[config.mk]
export PLATFORM = sky130hd
export DESIGN_NAME = plus_adder32
export DESIGN_NICKNAME = d
export VERILOG_FILES = /design/src/rtl/plus_adder32.sv
export SDC_FILE = /design/constraint.sdc
export NUM_CORES = 1
export LEC_CHECK = 0
export ABC_AREA = 0
export ABC_CLOCK_PERIOD_IN_PS = 10250
export BUFFER_PORTS_ARGS = -buffer_cell sky130_fd_sc_hd__clkbuf_2
export CAP_MARGIN = 30
export CORE_MARGIN = 3
export CORE_UTILIZATION = 54
export CTS_CLUSTER_SIZE = 14
export DETAILED_ROUTE_END_ITERATION = 12
export HOLD_SLACK_MARGIN = 0.1
export PLACE_DENSITY = 0.92
export SLEW_MARGIN = 20
export SYNTH_ARGS = -nofsm -noshare
export SYNTH_HDL_FRONTEND = slang
export SYNTH_SLANG_ARGS = --single-unit
[constraint.sdc]
create_clock -name clk -period 10.25 [get_ports clk]
set_clock_uncertainty 0.2 [all_clocks]
set_input_delay 1.025 -clock clk [delete_from_list [all_inputs] [get_ports clk]]
set_output_delay 1.025 -clock clk [all_outputs]
set_load 0.02 [all_outputs]
[src/rtl/plus_adder32.sv]
// Registered two's-complement adder built as a carry-select chain of BLK-bit ripple blocks.
// Produces sum, carry-out and signed overflow one clock after the operands are sampled.
module plus_adder32 #(
  parameter int WIDTH = 32,
  parameter int BLK   = 4
) (
  input  logic             clk,
  input  logic             rst,
  input  logic [WIDTH-1:0] a,
  input  logic [WIDTH-1:0] b,
  input  logic             cin,
  output logic [WIDTH-1:0] sum,
  output logic             cout,
  output logic             overflow
);

  localparam int NBLK = WIDTH / BLK;

  // BLK-bit ripple-carry add; bit BLK of the result is the block carry-out.
  function automatic logic [BLK:0] ripple_add(
    input logic [BLK-1:0] x,
    input logic [BLK-1:0] y,
    input logic           c_in
  );
    logic [BLK:0] res;
    logic         c;
    c   = c_in;
    res = '0;
    for (int i = 0; i < BLK; i++) begin
      res[i] = x[i] ^ y[i] ^ c;
      c      = (x[i] & y[i]) | (x[i] & c) | (y[i] & c);
    end
    res[BLK] = c;
    return res;
  endfunction

  logic [NBLK:0]    carry_s;
  logic [WIDTH-1:0] sum_s;
  logic             ovf_s;

  assign carry_s[0] = cin;

  for (genvar g = 0; g < NBLK; g++) begin : g_blk
    logic [BLK-1:0] x_s;
    logic [BLK-1:0] y_s;

    assign x_s = a[g*BLK +: BLK];
    assign y_s = b[g*BLK +: BLK];

    if (g == 0) begin : g_first
      logic [BLK:0] res_s;

      assign res_s             = ripple_add(x_s, y_s, carry_s[0]);
      assign sum_s[0 +: BLK]   = res_s[BLK-1:0];
      assign carry_s[1]        = res_s[BLK];
    end else begin : g_select
      // Both carry hypotheses are formed up front; the incoming carry only picks one.
      logic [BLK:0] res0_s;
      logic [BLK:0] res1_s;

      assign res0_s              = ripple_add(x_s, y_s, 1'b0);
      assign res1_s              = ripple_add(x_s, y_s, 1'b1);
      assign sum_s[g*BLK +: BLK] = carry_s[g] ? res1_s[BLK-1:0] : res0_s[BLK-1:0];
      assign carry_s[g+1]        = carry_s[g] ? res1_s[BLK]     : res0_s[BLK];
    end
  end

  // cin is not an operand sign, so overflow looks only at the operand and result MSBs.
  assign ovf_s = (a[WIDTH-1] == b[WIDTH-1]) && (sum_s[WIDTH-1] != a[WIDTH-1]);

  // Output registers with synchronous clear.
  always_ff @(posedge clk) begin
    if (rst) begin
      sum      <= '0;
      cout     <= 1'b0;
      overflow <= 1'b0;
    end else begin
      sum      <= sum_s;
      cout     <= carry_s[NBLK];
      overflow <= ovf_s;
    end
  end

endmodule

==> flow_summary.toml <==
[run_status]
run_status = "completed"

[power]
comb_power_share_pct = 40.9
p_sw_uw = 163.3
p_leak_uw = 0.001686
netSwitchingFraction_pct = 35.02
p_clk_share_pct = 25.2
seqPwrFrac_pct = 33.9
p_per_area_nw_per_um2 = 139.1
power.internal_uw = 302.9
power_uw = 466.3
peakVddDrop_uv = 104.6

[timing]
max_freq_ghz = 0.1997
setup_viol = 0
layout_min_cycle_time_ns = 5.007
tns_ns = 0
finalCritPeriodShare_pct = 48.84
rsz0062_at_grt = "false"
max-slew-margin-rel_pct = 40.86
tightest_slew_ns = 0.8871
hold_viol_final = 0
report.final.slew_viol_count = 0

[grt]
globalRouteOverflowTotal = 0
first_global_vias = 2508
grt_pass1_wl_um = 10360
antenna_found_initial = 0
grtUsageTotal_pct = 21.32
grt_max_degree = 43

[routing]
drc = 0
ant_nets = 0
wl_per_cell_um = 13.22
routed_wl_um = 6295
drt_iter0_drc = 121
via_per_inst = 5.221
num_vias = 2485
drt_first_pass_iters = 5

[floorplanning]
die-area_um2 = 5882
rows = 25
pin_count = 101
start_util_pct = 56.39
coreArea_um2 = 4786
die-height_um = 76.70
fp.dieW_um = 76.70

[cts]
clk_pin_slew_ns = 0.07
h-tree-depth = 2
cts.sinks = 34
post_cts_buffers = 0
ctsHoldBuffers = 0
cts_resized = 0
ctsLongestPathBuffers = 2
cts_root_buffer = "clkbuf_8"
cts_tree = "yes"
cts_made_buffers = 5

[placement]
dpl.hpwl_um = 5132
gp_congestion = 0.8326
numPortBuffers = 100

[hold_path]
hold_depth = 3
min-delay-start = "b[31]"
hp-class = "input pin to flip-flop"

[setup_path]
end_kind = "flip-flop"
crit_arrival_ns = 4.99
crit_start = "a[0]"
critPathKind = "input pin to flip-flop"
start_kind = "input pin"
worst-path-max-fanout = 6
crit_required_ns = 10.23

[layout]
areaGrowthSynthToFinish_pct = 24.20
drive_gt1_share_pct = 32.76
nets = 514
antenna-diode-count = 0

[synth]
ys.flop_type = "dfxtp_1"
synthDistinctLibCells = 56
ys_seq_area_share_pct = 25.22
ys_ff_latch = 34
syn_area_per_cell_um2 = 8.820
netlist.area_leader.share_pct = 25.22
synth_area_um2 = 2699
synth_cells = 306
syn-num-nets = 412
async_reset_ff_share_pct = 0
ys_top_cells_by_area = "dfxtp_1, ha_1, nor2_1"
synth_edf_count = 0
yosysTopAreaCell = "dfxtp_1"
ys_warn_count = 0

[flow_run]
drv_cap = 0
-- flip-flops by register name, indices dropped and copies added (netlist names) --
register  cells
sum          32
cout          1
overflow      1
-- cells by family after synthesis --
kind of cell	share of synthesized area, %
AND/OR/NAND/NOR	19.52
adder cells (fa/ha/maj)	19.19
XOR/XNOR	6.815
buffers and inverters	5.702
multiplexers	3.755
AO/OA/AOI/OAI	19.80
flip-flops	25.22
-- stage by stage --
stage / setup WS (ns) / hold WS (ns) / utilization, % / std cells / instance area (µm²)
final: 5.243 / 0.8983 / 70.04 / 476 / 3352
after global routing: 4.928 / 0.9167 / 70.04 / 476 / 3352
after CTS: 5.219 / 0.8955 / 70.04 / 476 / 3352
after detailed placement: 4.938 / 1.194 / 67.74 / 468 / 3242
after global placement: 5.093 / 1.175 / 67.74 / 468 / 3242
after floorplan: 5.210 / 1.026 / - / 306 / 2699
-- final timing paths --
check / slack, ns / to
min: 0.90 / cout$_SDFF_PP0_
max: 5.24 / sum[26]$_SDFF_PP0_
-- cell usage in the layout (no fill, tap or decap), types with 2 or more instances in the layout --
cell and instances:
a21oi_1 21, a311o_1 2, a31oi_1 5, and2_4 2, and3_1 2, and3b_1 2, clkbuf_2 100, clkbuf_8 8
dfxtp_1 34, fa_1 4, ha_1 35, inv_1 30, mux2_2 2, mux2i_1 3, nand2b_1 5, nand3_1 5
nand3b_1 3, nor2_1 49, nor2b_1 7, nor3_1 8, nor3b_1 2, o211ai_1 2, o21a_1 2, o21ai_0 6
o21ai_1 4, o21bai_1 2, o22a_1 2, o22a_2 2, o22ai_1 4, o311ai_4 2, or2_1 3, or2_2 6
or3_1 3, xnor2_1 11, xor2_1 10
-- cell type report --
| class | count | area [µm²] |
|---|---|---|
| clock buffer | 8 | 110.1 |
| fill | 391 | 1434 |
| inverter | 30 | 112.6 |
| multi-input combinational | 237 | 1864 |
| sequential | 34 | 680.7 |
| tap | 67 | 83.83 |
| timing repair buffer | 100 | 500.5 |
-- cells in the mapped netlist, types with 3 or more instances --
cell / count
a21oi_1: 21
or3_1: 3
o21ai_1: 4
o21ai_0: 6
xor2_1: 10
nor2_1: 49
buf_6: 3
nor2b_1: 7
o22ai_1: 4
xnor2_1: 11
nor3_1: 8
or2_1: 3
nand2b_1: 5
ha_1: 35
inv_1: 30
nand3b_1: 3
nand3_1: 5
dfxtp_1: 34
mux2i_1: 3
or2_2: 6
fa_1: 4
a31oi_1: 5
-- worst max-delay path, cell delays in order --
cell	delay (ns)
clkbuf_2	0.08
inv_1	0.07
fa_1	0.17
inv_1	0.05
fa_1	0.38
fa_1	0.40
fa_1	0.44
nor2_1	0.25
o311ai_4	0.16
a21oi_2	0.29
a2bb2oi_4	0.26
o21ai_1	0.14
and2_4	0.19
o31a_4	0.32
mux2i_4	0.22
a21oi_1	0.22
mux2_4	0.32
-- power groups by stage --
stage / Combinational [µW] / Sequential [µW] / Clock [µW]
floorplan: 109 / 187 / 0
global placement: 183 / 161 / 0
detailed placement: 191 / 161 / 0
CTS: 192 / 158 / 119
global route: 210 / 160 / 126
finish: 191 / 158 / 117
-- layer usage --
layer / vias up / wire length, µm / GRT usage (%)
li1: 1271 / - / -
met1: 1125 / 2397 / 20.86
met2: 80 / 3297 / 40.94
met3: 9 / 513 / 7.981
met4: 0 / 87 / 6.522
met5: - / 0 / 0
Note: power is estimated with default switching activity, not from simulation.
